**config.mk**
```make
export PLATFORM = sky130hd
export DESIGN_NAME = exit_status_monitor
export DESIGN_NICKNAME = d
export VERILOG_FILES = /design/src/rtl/exit_mon_pkg.sv /design/src/rtl/exit_mon_filter.sv /design/src/rtl/exit_status_monitor.sv
export SDC_FILE = /design/constraint.sdc
export NUM_CORES = 1
export LEC_CHECK = 0
export BUFFER_PORTS_ARGS = -buffer_cell sky130_fd_sc_hd__buf_4
export CAP_MARGIN = 20
export CORE_UTILIZATION = 53
export DETAILED_ROUTE_END_ITERATION = 6
export GPL_ROUTABILITY_DRIVEN = 0
export HOLD_SLACK_MARGIN = 0.08
export PLACE_DENSITY = 0.81
export SLEW_MARGIN = 20
export SYNTH_ARGS = -nofsm -noshare
export SYNTH_HDL_FRONTEND = slang
export SYNTH_SLANG_ARGS = --single-unit
export TNS_END_PERCENT = 50
```
**constraint.sdc**
```tcl
create_clock -name clk_i -period 3.01 [get_ports clk_i]
set_clock_uncertainty 0.05 [all_clocks]
set_input_delay 0.1505 -clock clk_i [delete_from_list [all_inputs] [get_ports clk_i]]
set_output_delay 0.1505 -clock clk_i [all_outputs]
set_load 0.01 [all_outputs]
```
**src/rtl/exit_mon_pkg.sv**
```systemverilog
// Shared types and exit-code helpers for the exit status monitor.
package exit_mon_pkg;

    typedef enum logic [1:0] {
        StIdle,
        StRun,
        StDone
    } state_e;

    localparam int unsigned EXIT_NONE = 0;

    function automatic int unsigned chan_code(input int unsigned k);
        return k + 1;
    endfunction

    function automatic int unsigned timeout_code(input int unsigned nb_ch);
        return nb_ch + 1;
    endfunction

endpackage

```
**src/rtl/exit_mon_filter.sv**
```systemverilog
// Persistence filter for one exit-event channel: confirms after PERSIST_CYC
// consecutive asserted cycles while enabled.
module exit_mon_filter #(
    parameter int unsigned PERSIST_CYC = 20
) (
    input  logic clk_i,
    input  logic rst_ni,
    input  logic en_i,
    input  logic event_i,
    output logic confirm_o
);

    localparam int unsigned CntW = $clog2(PERSIST_CYC + 1);
    localparam logic [CntW-1:0] CntMax  = CntW'(PERSIST_CYC);
    localparam logic [CntW-1:0] CntLast = CntW'(PERSIST_CYC - 1);

    logic [CntW-1:0] cnt_q, cnt_d;

    always_comb begin
        cnt_d = cnt_q;
        if (!en_i || !event_i) begin
            cnt_d = '0;
        end else if (cnt_q != CntMax) begin
            cnt_d = cnt_q + CntW'(1);
        end
    end

    always_ff @(posedge clk_i or negedge rst_ni) begin
        if (!rst_ni) begin
            cnt_q <= '0;
        end else begin
            cnt_q <= cnt_d;
        end
    end

    assign confirm_o = en_i && event_i && (cnt_q == CntLast);

endmodule

```
**src/rtl/exit_status_monitor.sv**
```systemverilog
// Run monitor: waits for a persistent exit event or a cycle timeout, then latches
// an exit code. Define EXIT_MON_CYCLE_SNAPSHOT_EN to capture the exit cycle count.
module exit_status_monitor
    import exit_mon_pkg::*;
#(
    parameter int unsigned NB_CH       = 2,
    parameter int unsigned PERSIST_CYC = 20,
    parameter int unsigned TIMEOUT_W   = 32
) (
    input  logic                          clk_i,
    input  logic                          rst_ni,
    input  logic                          start_i,
    input  logic                          clear_i,
    input  logic [NB_CH-1:0]              event_i,
    input  logic [TIMEOUT_W-1:0]          timeout_cycles_i,
    output logic                          done_o,
    output logic                          done_pulse_o,
    output logic [$clog2(NB_CH+2)-1:0]    exit_code_o,
    output logic [TIMEOUT_W-1:0]          cycle_cnt_o,
    output logic [TIMEOUT_W-1:0]          exit_cycle_o
);

    localparam int unsigned CODE_W = $clog2(NB_CH + 2);

    state_e               state_q;
    logic                 run_active;
    logic [NB_CH-1:0]     confirm;
    logic                 chan_hit;
    logic [CODE_W-1:0]    chan_win_code;
    logic                 tmo_hit;
    logic                 enter_done;
    logic [TIMEOUT_W-1:0] cycle_cnt_inc;

    // A clear in RUN aborts the run, so the filters see it as disabled.
    assign run_active = (state_q == StRun) && !clear_i;

    for (genvar k = 0; k < NB_CH; k++) begin : g_filter
        exit_mon_filter #(
            .PERSIST_CYC (PERSIST_CYC)
        ) u_filter (
            .clk_i     (clk_i),
            .rst_ni    (rst_ni),
            .en_i      (run_active),
            .event_i   (event_i[k]),
            .confirm_o (confirm[k])
        );
    end

    // Scan from the top so the lowest confirming index is left standing.
    always_comb begin
        chan_hit      = 1'b0;
        chan_win_code = CODE_W'(EXIT_NONE);
        for (int k = int'(NB_CH) - 1; k >= 0; k--) begin
            if (confirm[k]) begin
                chan_hit      = 1'b1;
                chan_win_code = CODE_W'(chan_code(unsigned'(k)));
            end
        end
    end

    assign tmo_hit = (timeout_cycles_i != '0) &&
                     (cycle_cnt_o == timeout_cycles_i - TIMEOUT_W'(1));

    assign cycle_cnt_inc = (cycle_cnt_o == '1) ? cycle_cnt_o : cycle_cnt_o + TIMEOUT_W'(1);
    assign enter_done    = run_active && (chan_hit || tmo_hit);

    always_ff @(posedge clk_i or negedge rst_ni) begin
        if (!rst_ni) begin
            state_q      <= StIdle;
            done_o       <= 1'b0;
            done_pulse_o <= 1'b0;
            exit_code_o  <= CODE_W'(EXIT_NONE);
            cycle_cnt_o  <= '0;
        end else begin
            done_pulse_o <= 1'b0;
            unique case (state_q)
                StIdle: begin
                    if (!clear_i && start_i) begin
                        state_q     <= StRun;
                        cycle_cnt_o <= '0;
                    end
                end
                StRun: begin
                    if (clear_i) begin
                        state_q <= StIdle;
                    end else begin
                        cycle_cnt_o <= cycle_cnt_inc;
                        if (enter_done) begin
                            state_q      <= StDone;
                            done_o       <= 1'b1;
                            done_pulse_o <= 1'b1;
                            exit_code_o  <= chan_hit ? chan_win_code
                                                     : CODE_W'(timeout_code(NB_CH));
                        end
                    end
                end
                StDone: begin
                    if (clear_i) begin
                        state_q     <= StIdle;
                        done_o      <= 1'b0;
                        exit_code_o <= CODE_W'(EXIT_NONE);
                    end
                end
                default: state_q <= StIdle;
            endcase
        end
    end

`ifdef EXIT_MON_CYCLE_SNAPSHOT_EN
    logic [TIMEOUT_W-1:0] exit_cycle_q;

    always_ff @(posedge clk_i or negedge rst_ni) begin
        if (!rst_ni) begin
            exit_cycle_q <= '0;
        end else if (clear_i) begin
            exit_cycle_q <= '0;
        end else if (enter_done) begin
            exit_cycle_q <= cycle_cnt_inc;
        end
    end

    assign exit_cycle_o = exit_cycle_q;
`else
    assign exit_cycle_o = '0;
`endif

endmodule
```
==> results.txt, run 1 <==
- Per report_power, the sequential group accounts for 48.7% of the total.
- Die outline width: 86.7 um
- TritonCTS created 5 clock buffers.
* Hold path depth: 3
- After clock tree synthesis, the repair step resized 0 gates.
* Data required time at the worst endpoint: 3.17 ns
- The layout has 580 filler cells.
- Summing over every cut layer, the via total after detailed routing is 3,445.
- PnR worst setup slack: 0.285 ns
- Total leakage power: 2.02 nW
- Summing all non-filler instances in the final layout gives an area of 4540 um2.
- The synthesized netlist occupies a cell area of 3800 um2.
- Together, buffers and inverters on the worst path number 1.
* Worst reg2reg path depth: 9
* Critical path's slowest cell: sky130_fd_sc_hd__or4_4
- The min-delay analysis places its worst path in the category primary input to flip-flop.
* Slew at the pin closest to its max-slew limit: 0.619 ns
* Cell type with the highest occurrence count on the critical path: sky130_fd_sc_hd__or4_4
- Summed over all nets, the half-perimeter wirelength after detailed placement is 7220 um.
- The count of nets left with antenna violations once routing finished came out at 0.
- Port buffer count: 73
* Synthesis-to-finish area growth: 19.4%
- The later pin in the worst-skew pair is clocked with a latency of 0.31 ns.
* Setup repair after global routing missed its margin: no
- Switching Fraction: 27.7%
* Number of distinct library cells after synthesis: 58
- Number of standard cells after synthesis: 443
- In the global route stage, overall resource usage came out at 25.3%.
- Max IR drop VDD: 0.384 mV
- WP depth: 9
- Clk Tree Root Cell: sky130_fd_sc_hd__clkbuf_8
- The worst path needs 2.73 ns of the cycle, external delays included.
- For the worst setup path, the data arrival time is 2.89 ns.
- In the final routed layout, each cell accounts on average for 14.8 um.
- Before CTS, the worst setup slack after placement is -0.0124 ns.
- Worst path max stage delay: 0.56 ns
* Leading register cell type out of synthesis: sky130_fd_sc_hd__dfrtp_1
- Power per Cell Area: 308 nW/um2
- The synthesized design contains 48 register bits.
- The final hold violation count came to 0.
* # rows: 30
- Diode count: 0
- For this run, the detailed router's first-pass iteration total came to 4.
- Per report_power, the clock group accounts for 33.3% of the total.
* Number of synthesized flops with an enable pin: 0
* I/O pin count: 106
- Vias per inst: 5.51
- Static timing analysis puts the maximum clock frequency at 0.367 GHz.
- The flow ran to the end, and the final reports show no timing, DRC or antenna violations.
- Switching Power: 387 uW
- Iteration-0 DRC Markers: 157
- The die covers 7510 um2.
- Total routed wirelength: 9270 um
- Internal power of the cells: 1.01 mW
* Reported max-cap violation count: 0
- Multi-input gate area: 2410 um2
* Reg clk slew, reported paths: 0.08 ns
* Clock sink count: 48
- The initial antenna violation count came to 0.
* Count of buffers added by post-CTS timing repair for setup: 0
* CTS tree: done
* Pins Over Slew Limit: 0
* Placed standard-cell area: 4410 um2
* CTS H-Tree Depth: 2
- The clock passes through at most 2 buffers.
- Hold repair after CTS inserted 2 buffers.
- Entering global routing, the biggest net connects 49 pins.
- Share of layout cells above drive strength 1: 21.0%
- Layout Nets: 572
* Fraction of registers with async set/reset: 100%
* Worst hold slack: 0.143 ns
- Normalized max-slew margin: 58.7%
- Initial standard-cell utilization of the core: 55.3%
- Post-route DRC violation count: 0
- The number of global-route vias before repair was 3,264.
- Sequential cells were found to cover 31.6% of the synthesized design area.
- Sequential standard cell area: 1200 um2
- The core region is 6870 um2.
* Period utilisation layout: 90.5%
- For the final routed database, the setup TNS stands at 0 ns.
* Crit path capture type: flip-flop
* Critical path fanouts, max: 6
* Number of endpoints failing setup at the final stage: 0
- First-pass GRT wire length: 15,000 um
- STA classifies the critical path startpoint as a primary input.
* Cells along the critical path: buf_4, or4_4, or4_4, or4_1, xnor2_1, nor4_1, and4_4, o211ai_4, a311oi_2
- Die boundary height: 86.7 um
- Leftover overflow at the end of global routing: 0
- Post-layout total power: 1.40 mW
* Share of power burned in combinational logic: 17.9%
- Delay-heaviest family, CP: simple AND/OR/NAND/NOR gates
- The average instance in the mapped netlist occupies 8.58 um2.
* Start-to-end type of the worst setup path: primary input to flip-flop
- Yosys synthesis warning count: 0
[state kept, by name, summed over array words and instances, names as in the netlist]
| register | count |
|---|---|
| done_pulse_o | 1 |
| exit_code_o | 2 |
| state_q | 2 |
| g_filter.u_filter.cnt_q | 10 |
| cycle_cnt_o | 32 |
| done_o | 1 |
[kinds of logic after synthesis]
logic type	share of synthesized area, %
muxes	0.823
and+or+nand+nor	29.7
xor gates and xnor gates	18.2
DFF	31.6
other	0.0987
AOI/OAI and AO/OA	9.48
adders and majority gates	1.97
buffers and inverters	8.13
[cells in the final DEF, fill, tap and decap left out, drive strengths merged, types with 16 or more instances in the layout]
cell,count
a21oi,18
buf,85
conb,32
dfrtp,48
nand2,29
nand3,22
nand4,16
nor2,59
xnor2,36
xor2,43
[layer usage]
layer,wire length (um),up-vias,global-route usage (%)
li1,-,1673,-
met1,3990,1635,32.6
met2,4590,116,43.6
met3,476,21,4.29
met4,211,0,7.42
met5,0,-,0
[through the flow]
step                std cells  util [%]
floorplan                 474         -
global placement          615      64.2
detailed placement        615      64.2
CTS                       625      66.1
global route              625      66.1
finish                    625      66.1
[power by group through the flow]
stage / clock network [mW] / registers, mW / logic (mW)
final: 0.465 / 0.680 / 0.250
after global routing: 0.497 / 0.685 / 0.276
after CTS: 0.474 / 0.681 / 0.250
after detailed placement: 0 / 0.693 / 0.247
after global placement: 0 / 0.693 / 0.242
after floorplan: 0 / 0.693 / 0.159
[cell type report]
class	instances	area share, %
well taps	96	2.65
inverters	10	0.827
clock inverters	2	0.772
flip-flops and latches	48	26.5
multi-input cells	376	53.2
repair buffers	87	14.5
clock buffers	6	1.60
[worst register-to-register path, cell delays in order, from the launching register on]
cell,delay (ns)
sky130_fd_sc_hd__dfrtp_1,0.50
sky130_fd_sc_hd__and4_1,0.31
sky130_fd_sc_hd__nand4_1,0.22
sky130_fd_sc_hd__o41ai_1,0.49
sky130_fd_sc_hd__buf_4,0.22
sky130_fd_sc_hd__a21oi_1,0.11
sky130_fd_sc_hd__nor2b_1,0.19
sky130_fd_sc_hd__nand3_1,0.10
sky130_fd_sc_hd__xor2_1,0.15
sky130_fd_sc_hd__nor2_1,0.05
[synth_stat cells, types with 8 or more instances]
cell                       n  area share [%]
sky130_fd_sc_hd__a21oi_1  18             2.4
sky130_fd_sc_hd__buf_4    32             6.3
sky130_fd_sc_hd__dfrtp_1  48              32
sky130_fd_sc_hd__inv_1    10            0.99
sky130_fd_sc_hd__nand2_1  29             2.9
sky130_fd_sc_hd__nand3_1  22             2.9
sky130_fd_sc_hd__nand4_1  16             2.6
sky130_fd_sc_hd__nor2_1   59             5.8
sky130_fd_sc_hd__nor3_1   13             1.7
sky130_fd_sc_hd__nor4_1   10             1.6
sky130_fd_sc_hd__o21ai_0   8             1.1
sky130_fd_sc_hd__xnor2_1  36             8.3
sky130_fd_sc_hd__xor2_1   43             9.9
[final timing paths]
check,slack (ns),from,to
min reg2reg,0.49,g_filter[1].u_filter.cnt_q[4],g_filter[1].u_filter.cnt_q[4]
max,0.28,timeout_cycles_i[11],exit_code_o[1]
max in group asynchronous,2.13,rst_ni,cycle_cnt_o[28]
min in group asynchronous,0.35,rst_ni,cycle_cnt_o[10]
min,0.14,event_i[1],g_filter[1].u_filter.cnt_q[2]
max reg2reg,0.50,cycle_cnt_o[7],cycle_cnt_o[12]
Power figures use the tool's default switching activity.
==> run 2, diff against run 1 <==
Settings changed: CORE_UTILIZATION 53 to 50, PLACE_DENSITY 0.81 to 0.77.
==> run 2 against run 1 <==
  * Critical endpoint is now state_q[0]
  * Worst setup slack gained 0.039 ns
  * Die area increased by 5.9%
  * Sequential power is essentially flat
  * Core utilization decreased by 3.5 points
  * Highest routed layer unchanged
  * Register-to-register slack about the same
  * Non-clock buffer count is the same
  * Global-route usage fell by 0.95 points
  * Sequential share of layout area fell by 0.13 points
  * Final cell count is 0.48% higher
  * Via count up 0.75%
==> results.txt, run 2 (synthesis gave the netlist of run 1 again) <==
* Power per Cell Area: 317 nW/um2
* Hold path depth: 3
- Port buffer count: 73
- Delay-heaviest family, CP: simple AND/OR/NAND/NOR gates
- In this run the core area contains 31 standard-cell rows.
- Summing internal, switching and leakage power gives 1.45 mW.
- Post-route insts no fill: 628
- In the final routed layout, each cell accounts on average for 14.9 um.
- The share of total power dissipated in the clock network is 35.6%.
- The largest single stage delay on the critical path is 0.57 ns.
* Slew at the pin closest to its max-slew limit: 0.621 ns
* Hold crit path type: primary input to flip-flop
* Share of layout cells above drive strength 1: 21.2%
* Pins Over Slew Limit: 0
- Routed wl met3: 624 um
- Critical path's slowest cell: sky130_fd_sc_hd__or4_4
* Final Hold Viols: 0
- Internal power of the cells: 1.06 mW
- Normalized max-slew margin: 58.6%
* Flop pwr share: 47.0%
- After clock tree synthesis, the clock-pin slew on the worst setup and hold paths is 0.08 ns.
- Setup repair after global routing left no endpoint under its margin.
* Number of buffers on the longest clock path: 2
- Flip-flop count of the largest register, all copies and words added: 32
- For the worst-skew pair, the clock arrives at the later sink with an insertion delay of 0.30 ns.
* Initial standard-cell utilization of the core: 52.1%
- Summed over all failing endpoints, the final setup total negative slack is 0 ns.
- Shortest clock period the worst path allows after layout: 2.69 ns
* Via count: 3,471
* Critical path startpoint category: primary input
* Reported max-cap violation count: 0
- cycle_cnt_o holds more flip-flops than any other register.
- The largest registers in the layout are cycle_cnt_o (32), g_filter.u_filter.cnt_q (10).
- The tree is rooted in a sky130_fd_sc_hd__clkbuf_8.
* Filler Cells Inserted: 637
- The endpoint identified for the worst register-to-register timing path is cycle_cnt_o[12].
* Clock sink count: 48
- STA puts the critical path data required time at 3.15 ns.
- Of the total power, combinational logic draws 17.4%.
- Post-route DRC violation count: 0
- TritonCTS built the clock tree.
* Commonest non-fill, non-tap cell in the layout: sky130_fd_sc_hd__buf_4
- The initial antenna violation count is 0.
* Total leakage power: 2.03 nW
* Layout Nets: 572
* Run status: finished clean
* Max IR drop VDD: 0.225 mV
* Buffers plus inverters on the worst setup path: 1
- Combined global-route utilization of all metal layers: 24.3%
- Arr. time, crit path: 2.83 ns
* Cells along the critical path: buf_4, or4_4, or4_4, or4_1, xnor2_1, nor4_1, and4_4, o211ai_4, a31o_1
- The startpoint identified for the worst hold timing path is event_i[1].
- The number of global-route vias before repair is 3,196.
* Die boundary height: 89.2 um
- Summed over all layers, the global routing overflow is 0.
- Start-to-end type of the worst setup path: primary input to flip-flop
- End point of the most critical hold path: g_filter[1].u_filter.cnt_q[2]
* Area enclosed by the die boundary: 7950 um2
- Switching Fraction: 26.9%
* Critical R2R Launch: cycle_cnt_o[7]
* Total routed wirelength: 9370 um
- Highest clock rate: 0.372 GHz
* Remaining antenna violation count after routing: 0
- Die outline width: 89.2 um
* Crit path capture type: flip-flop
* Gates resized, CTS repair: 0
- Worst reg-to-reg setup slack: 0.49 ns
- CTS H-Tree Depth: 2
* Worst reg2reg path depth: 9
- Iteration-0 DRC Markers: 210
- The highest layer touched by signal routing is met4.
- Detailed placement ended at an HPWL of 7300 um.
- Metal1 wirelength: 3940 um
- Along the worst path, the maximum fanout reaches 6.
- Summed over all nets, wire length on met2 after detailed routing comes to 4630 um.
- From synthesis to final layout, the design area changed by 20.0%.
* First-pass GRT wire length: 14,900 um
* Core Area: 7290 um2
- Clock tree synthesis inserted a total of 5 buffers.
* Number of cells in the design after placement: 618
- In the routed layout, each cell is associated on average with a via count of 5.53.
- For this run, the detailed router's first-pass iteration total came to 5.
- I/O pin count: 106
* Diode count: 0
- Pin count of the biggest net entering global routing: 49
- In this run the power spent charging and discharging nets is 389 uW.
* Cell type with the highest occurrence count on the critical path: sky130_fd_sc_hd__or4_4
- Setup violations remaining at the end of the flow were counted as 0.
* Most frequent cells in the layout: sky130_fd_sc_hd__buf_4, sky130_fd_sc_hd__nor2_1, sky130_fd_sc_hd__dfrtp_1
- Period utilisation layout: 89.3%
-- run 2: changes by cell type in the layout (fill, tap and decap cells not counted) --
cell	change
sky130_fd_sc_hd__clkbuf_8	+2
sky130_fd_sc_hd__clkinv_2	-1
sky130_fd_sc_hd__clkbuf_1	-1
-- run 2: power groups by stage --
stage	Sequential (mW)	Combinational, mW	Clock [mW]
final	0.680	0.251	0.514
after global routing	0.683	0.279	0.554
after CTS	0.680	0.251	0.524
after detailed placement	0.693	0.248	0
after global placement	0.693	0.243	0
after floorplan	0.693	0.159	0
-- run 2: through the flow --
step	hold slack [ns]	util (%)	worst slack (ns)	instance area (um2)
after CTS	0.149	62.5	0.350	4560
final	0.152	62.5	0.323	4560
after detailed placement	0.158	60.5	0.0392	4410
after global placement	0.151	60.5	0.0804	4410
after floorplan	-0.195	-	0.236	3920
after global routing	0.165	62.5	0.231	4560
-- run 2: worst reg2reg max path: cells and delay by family, from the launching register on --
| family | cells | cell delay (ns) |
|---|---|---|
| AO/OA/AOI/OAI | 2 | 0.61 |
| XOR/XNOR | 1 | 0.14 |
| buffers and inverters | 1 | 0.21 |
| flip-flops | 1 | 0.51 |
| AND/OR/NAND/NOR | 5 | 0.88 |
-- run 2: worst max-delay path by stage --
stage | from | to | slack, ns | cells past startpoint
after global placement | timeout_cycles_i[11] | state_q[0] | 0.08 | 9
after global routing | timeout_cycles_i[11] | exit_code_o[1] | 0.23 | 9
after CTS | timeout_cycles_i[11] | exit_code_o[1] | 0.35 | 9
final | timeout_cycles_i[11] | state_q[0] | 0.32 | 9
after detailed placement | timeout_cycles_i[11] | state_q[0] | 0.04 | 9
after floorplan | timeout_cycles_i[0] | state_q[0] | 0.24 | 11
-- run 2: area by class of cell --
cell class              count  area [um2]  area share [%]
clock inverters             1        30.0           0.658
flip-flops and latches     48        1200            26.3
multi-input cells         376        2410            52.9
inverters                  10        37.5           0.823
well taps                  99         124            2.72
repair buffers             87         658            14.4
clock buffers               7        96.3            2.11
-- run 2: timing repair --
item | in CTS | in global routing
hold endpoints to repair | 49 | 0
setup buffers | 0 | 0
hold buffers | 2 | 0
-- run 2: per-layer routing --
layer / up-vias / global-route usage, %
met1: 1648 / 31.2
met2: 125 / 41.3
met5: - / 0
met3: 19 / 5.17
met4: 0 / 7.36
li1: 1679 / -
==> run 3, diff against run 2 <==
--- a/config.mk
+++ b/config.mk
@@ -8,10 +8,8 @@
 export BUFFER_PORTS_ARGS = -buffer_cell sky130_fd_sc_hd__buf_4
 export CAP_MARGIN = 20
-export CORE_UTILIZATION = 50
+export CORE_UTILIZATION = 35
 export DETAILED_ROUTE_END_ITERATION = 6
 export GPL_ROUTABILITY_DRIVEN = 0
 export HOLD_SLACK_MARGIN = 0.08
-export PLACE_DENSITY = 0.77
-export SLEW_MARGIN = 20
 export SYNTH_ARGS = -nofsm -noshare
 export SYNTH_HDL_FRONTEND = slang
==> constraint.sdc (replaced) <==
create_clock -name clk_i -period 3.01 [get_ports clk_i]
set_clock_uncertainty 0.05 [all_clocks]
set_input_delay 0.4515 -clock clk_i [delete_from_list [all_inputs] [get_ports clk_i]]
set_output_delay 0.4515 -clock clk_i [all_outputs]
set_load 0.01 [all_outputs]
==> run 3 against run 2 <==
  * Critical path depth unchanged
  * Global-route usage decreased by 6.0 points
  * Register-to-register slack is essentially flat
  * Clock power shrank 24%
  * Core utilization down 17 points
  * First-iteration DRC count shrank 32%
  * Wire length increased by 7.3%
  * Non-clock buffer count up 20
  * Fmax fell by 7.1%
  * Total power down 7.4%
  * Critical path type unchanged
==> results.txt, run 3 (synthesis gave the netlist of run 1 again) <==
* Gates resized, CTS repair: 0
- Across the whole layout, storage elements account for 1200 um2.
* Worst hold slack: 0.108 ns
- Via count: 3,492
- Setup repair after global routing missed its margin: no
* Critical path's slowest cell: sky130_fd_sc_hd__or4_4
* Post-route DRC violation count: 0
* Port buffer count: 73
- Number of buffers on the longest clock path: 2
- Data required time at the worst endpoint: 3.17 ns
* HPWL reported at the end of detailed placement: 7920 um
* CTS Hold Buffers Added: 0
* Critical path startpoint category: primary input
- Worst reg2reg path depth: 8
- The min-delay analysis places its worst path in the category primary input to async pin.
- Post-placement worst setup slack: -0.171 ns
* Cell type with the highest occurrence count on the critical path: sky130_fd_sc_hd__or4_4
* Pin count of the biggest net entering global routing: 49
- Shortest clock period the worst path allows after layout: 2.89 ns
- Total routed wirelength: 10,100 um
- After layout, the worst setup slack is 0.118 ns.
* Remaining antenna violation count after routing: 0
* Vias in the first global route: 3,402
* Run status: finished clean
- Post-layout total power: 1.34 mW
* Crit Reg-Reg Endpoint: cycle_cnt_o[24]
- Fin area: 4710 um2
- By startpoint and endpoint, the worst setup path is classified as primary input to flip-flop.
- Measured along the x axis, the die boundary spans 106 um.
* Combined global-route utilization of all metal layers: 18.3%
* Final Hold Viols: 0
- Max IR drop VDD: 0.151 mV
- 0 antenna diodes ended up in the layout.
- For this configuration, the core starts out at a cell density of 36.5%.
* Flip-flop count of the largest register, all copies and words added: 32
- 106 I/O pins were placed.
* Leftover overflow at the end of global routing: 0
- Critical R2R Launch: cycle_cnt_o[23]
* Iteration-0 DRC Markers: 142
- For this run, the slowest stage of the critical path takes 0.54 ns.
- Buffers inserted during clock tree synthesis total 5.
- Buffers plus inverters on the worst setup path: 1
- More flip-flops sit in one register than any other, and that register is cycle_cnt_o.
- Summing all placed instances gives a cell area of 4630 um2.
* Cells along the critical path: buf_4, or4_4, or4_4, or4_1, xnor2_1, nor4_1, and4_4, o211ai_4, a311oi_2
- Tracing the worst setup path back leads to its startpoint at timeout_cycles_i[11].
* Share of layout cells above drive strength 1: 24.5%
* Synthesis-to-finish area growth: 23.9%
- At the end of the flow the core is filled with cells to 45.2%.
- STA puts the critical path data arrival time at 3.05 ns.
- The setup check on the worst reg-to-reg path leaves a slack of 0.49 ns.
* Total leakage power: 2.10 nW
- In this run the number of H-tree levels came out at 2.
- The library cell used most frequently in the layout, excluding fill and tap cells, is sky130_fd_sc_hd__buf_4.
* Number of endpoints failing setup at the final stage: 0
- Power per Cell Area: 284 nW/um2
* Insertion delay to the later sink of the worst-skew pair: 0.30 ns
- CTS tree: done
- Die boundary height: 106 um
* Multi-input gate area: 2420 um2
* Slew at the pin closest to its max-slew limit: 0.634 ns
- Routed wirelength normalized by instance count: 14.7 um
- Area enclosed by the die boundary: 11,300 um2
* Critical path fanouts, max: 6
- WP depth: 9
* Delay-heaviest family, CP: simple AND/OR/NAND/NOR gates
- Crit path capture type: flip-flop
- Normalized max-slew margin: 57.7%
- Layout Nets: 592
- Clk Tree Root Cell: sky130_fd_sc_hd__clkbuf_8
* Reported max-cap violation count: 0
- The layout has 1,057 filler cells.
* First-pass GRT wire length: 16,600 um
- The largest registers in the layout are cycle_cnt_o (32), g_filter.u_filter.cnt_q (10).
- Vias per inst: 5.11
* Period utilisation layout: 96.1%
- After clock tree synthesis, the clock-pin slew on the worst setup and hold paths is 0.09 ns.
- Buffers added to address setup during post-CTS repair amount to 0.
- # rows: 37
* Core Area: 10,400 um2
- The number of max-slew violations in the final report was 0.
* Clock sink count: 48
* Initial antenna violation count: 0
- The first detailed-routing pass ran for 4 iterations.
- Highest clock rate: 0.346 GHz
- The library cells used most frequently in the layout, excluding fill and tap cells, are sky130_fd_sc_hd__buf_4, sky130_fd_sc_hd__nor2_1, sky130_fd_sc_hd__dfrtp_1.
[run 3: changes by cell type in the layout (fill, tap and decap cells not counted)]
cell	previous run	this run
sky130_fd_sc_hd__clkinv_2	0	1
sky130_fd_sc_hd__dlygate4sd3_1	2	0
sky130_fd_sc_hd__clkbuf_8	7	5
sky130_fd_sc_hd__or4_4	3	4
sky130_fd_sc_hd__buf_4	85	107
sky130_fd_sc_hd__bufinv_16	1	0
sky130_fd_sc_hd__clkinvlp_4	0	1
sky130_fd_sc_hd__or4_1	4	3
[run 3: worst max path at each step]
| stage | to | slack [ns] |
|---|---|---|
| floorplan | state_q[0] | 0.003 |
| global placement | state_q[0] | -0.16 |
| detailed placement | state_q[0] | -0.17 |
| CTS | exit_code_o[1] | 0.13 |
| global route | exit_code_o[1] | 0.07 |
| finish | exit_code_o[1] | 0.12 |
[run 3: power by group]
| part | total [mW] | switching [mW] | internal, mW |
|---|---|---|---|
| Combinational | 0.268 | 0.149 | 0.119 |
| Sequential | 0.680 | 0.0237 | 0.657 |
| Clock | 0.390 | 0.232 | 0.158 |
[run 3: metrics by stage]
step           instances  TNS, ns
2_1_floorplan        474        0
3_3_place_gp         677   -0.653
3_5_place_dp         677   -0.730
4_1_cts              684        0
5_1_grt              684        0
6_report             684        0
[run 3: routing by layer]
| layer | wire [um] | share of wire [%] | track usage, % | vias up |
|---|---|---|---|---|
| met5 | 0 | 0 | 0 | - |
| met4 | 76 | 0.76 | 2.68 | 0 |
| met3 | 668 | 6.6 | 3.13 | 11 |
| met2 | 4850 | 48 | 31.7 | 120 |
| met1 | 4460 | 44 | 24.2 | 1640 |
| li1 | - | - | - | 1721 |
[run 3: layout make-up]
| type | instances | share of cell area, % |
|---|---|---|
| Timing Repair Buffer | 107 | 17.1 |
| Sequential cell | 48 | 25.5 |
| Multi-Input combinational cell | 376 | 51.3 |
| Clock inverter | 2 | 0.266 |
| Tap cell | 136 | 3.61 |
| Inverter | 10 | 0.797 |
| Clock buffer | 5 | 1.46 |
[run 3: worst register-to-register path, cell delays in order, from the launching register on]
cell,delay (ns)
sky130_fd_sc_hd__dfrtp_1,0.53
sky130_fd_sc_hd__and4_1,0.34
sky130_fd_sc_hd__nand4_1,0.22
sky130_fd_sc_hd__o21a_1,0.26
sky130_fd_sc_hd__o21ai_0,0.46
sky130_fd_sc_hd__nor2_1,0.19
sky130_fd_sc_hd__nand4_1,0.15
sky130_fd_sc_hd__xor2_1,0.14
sky130_fd_sc_hd__nor2_1,0.05
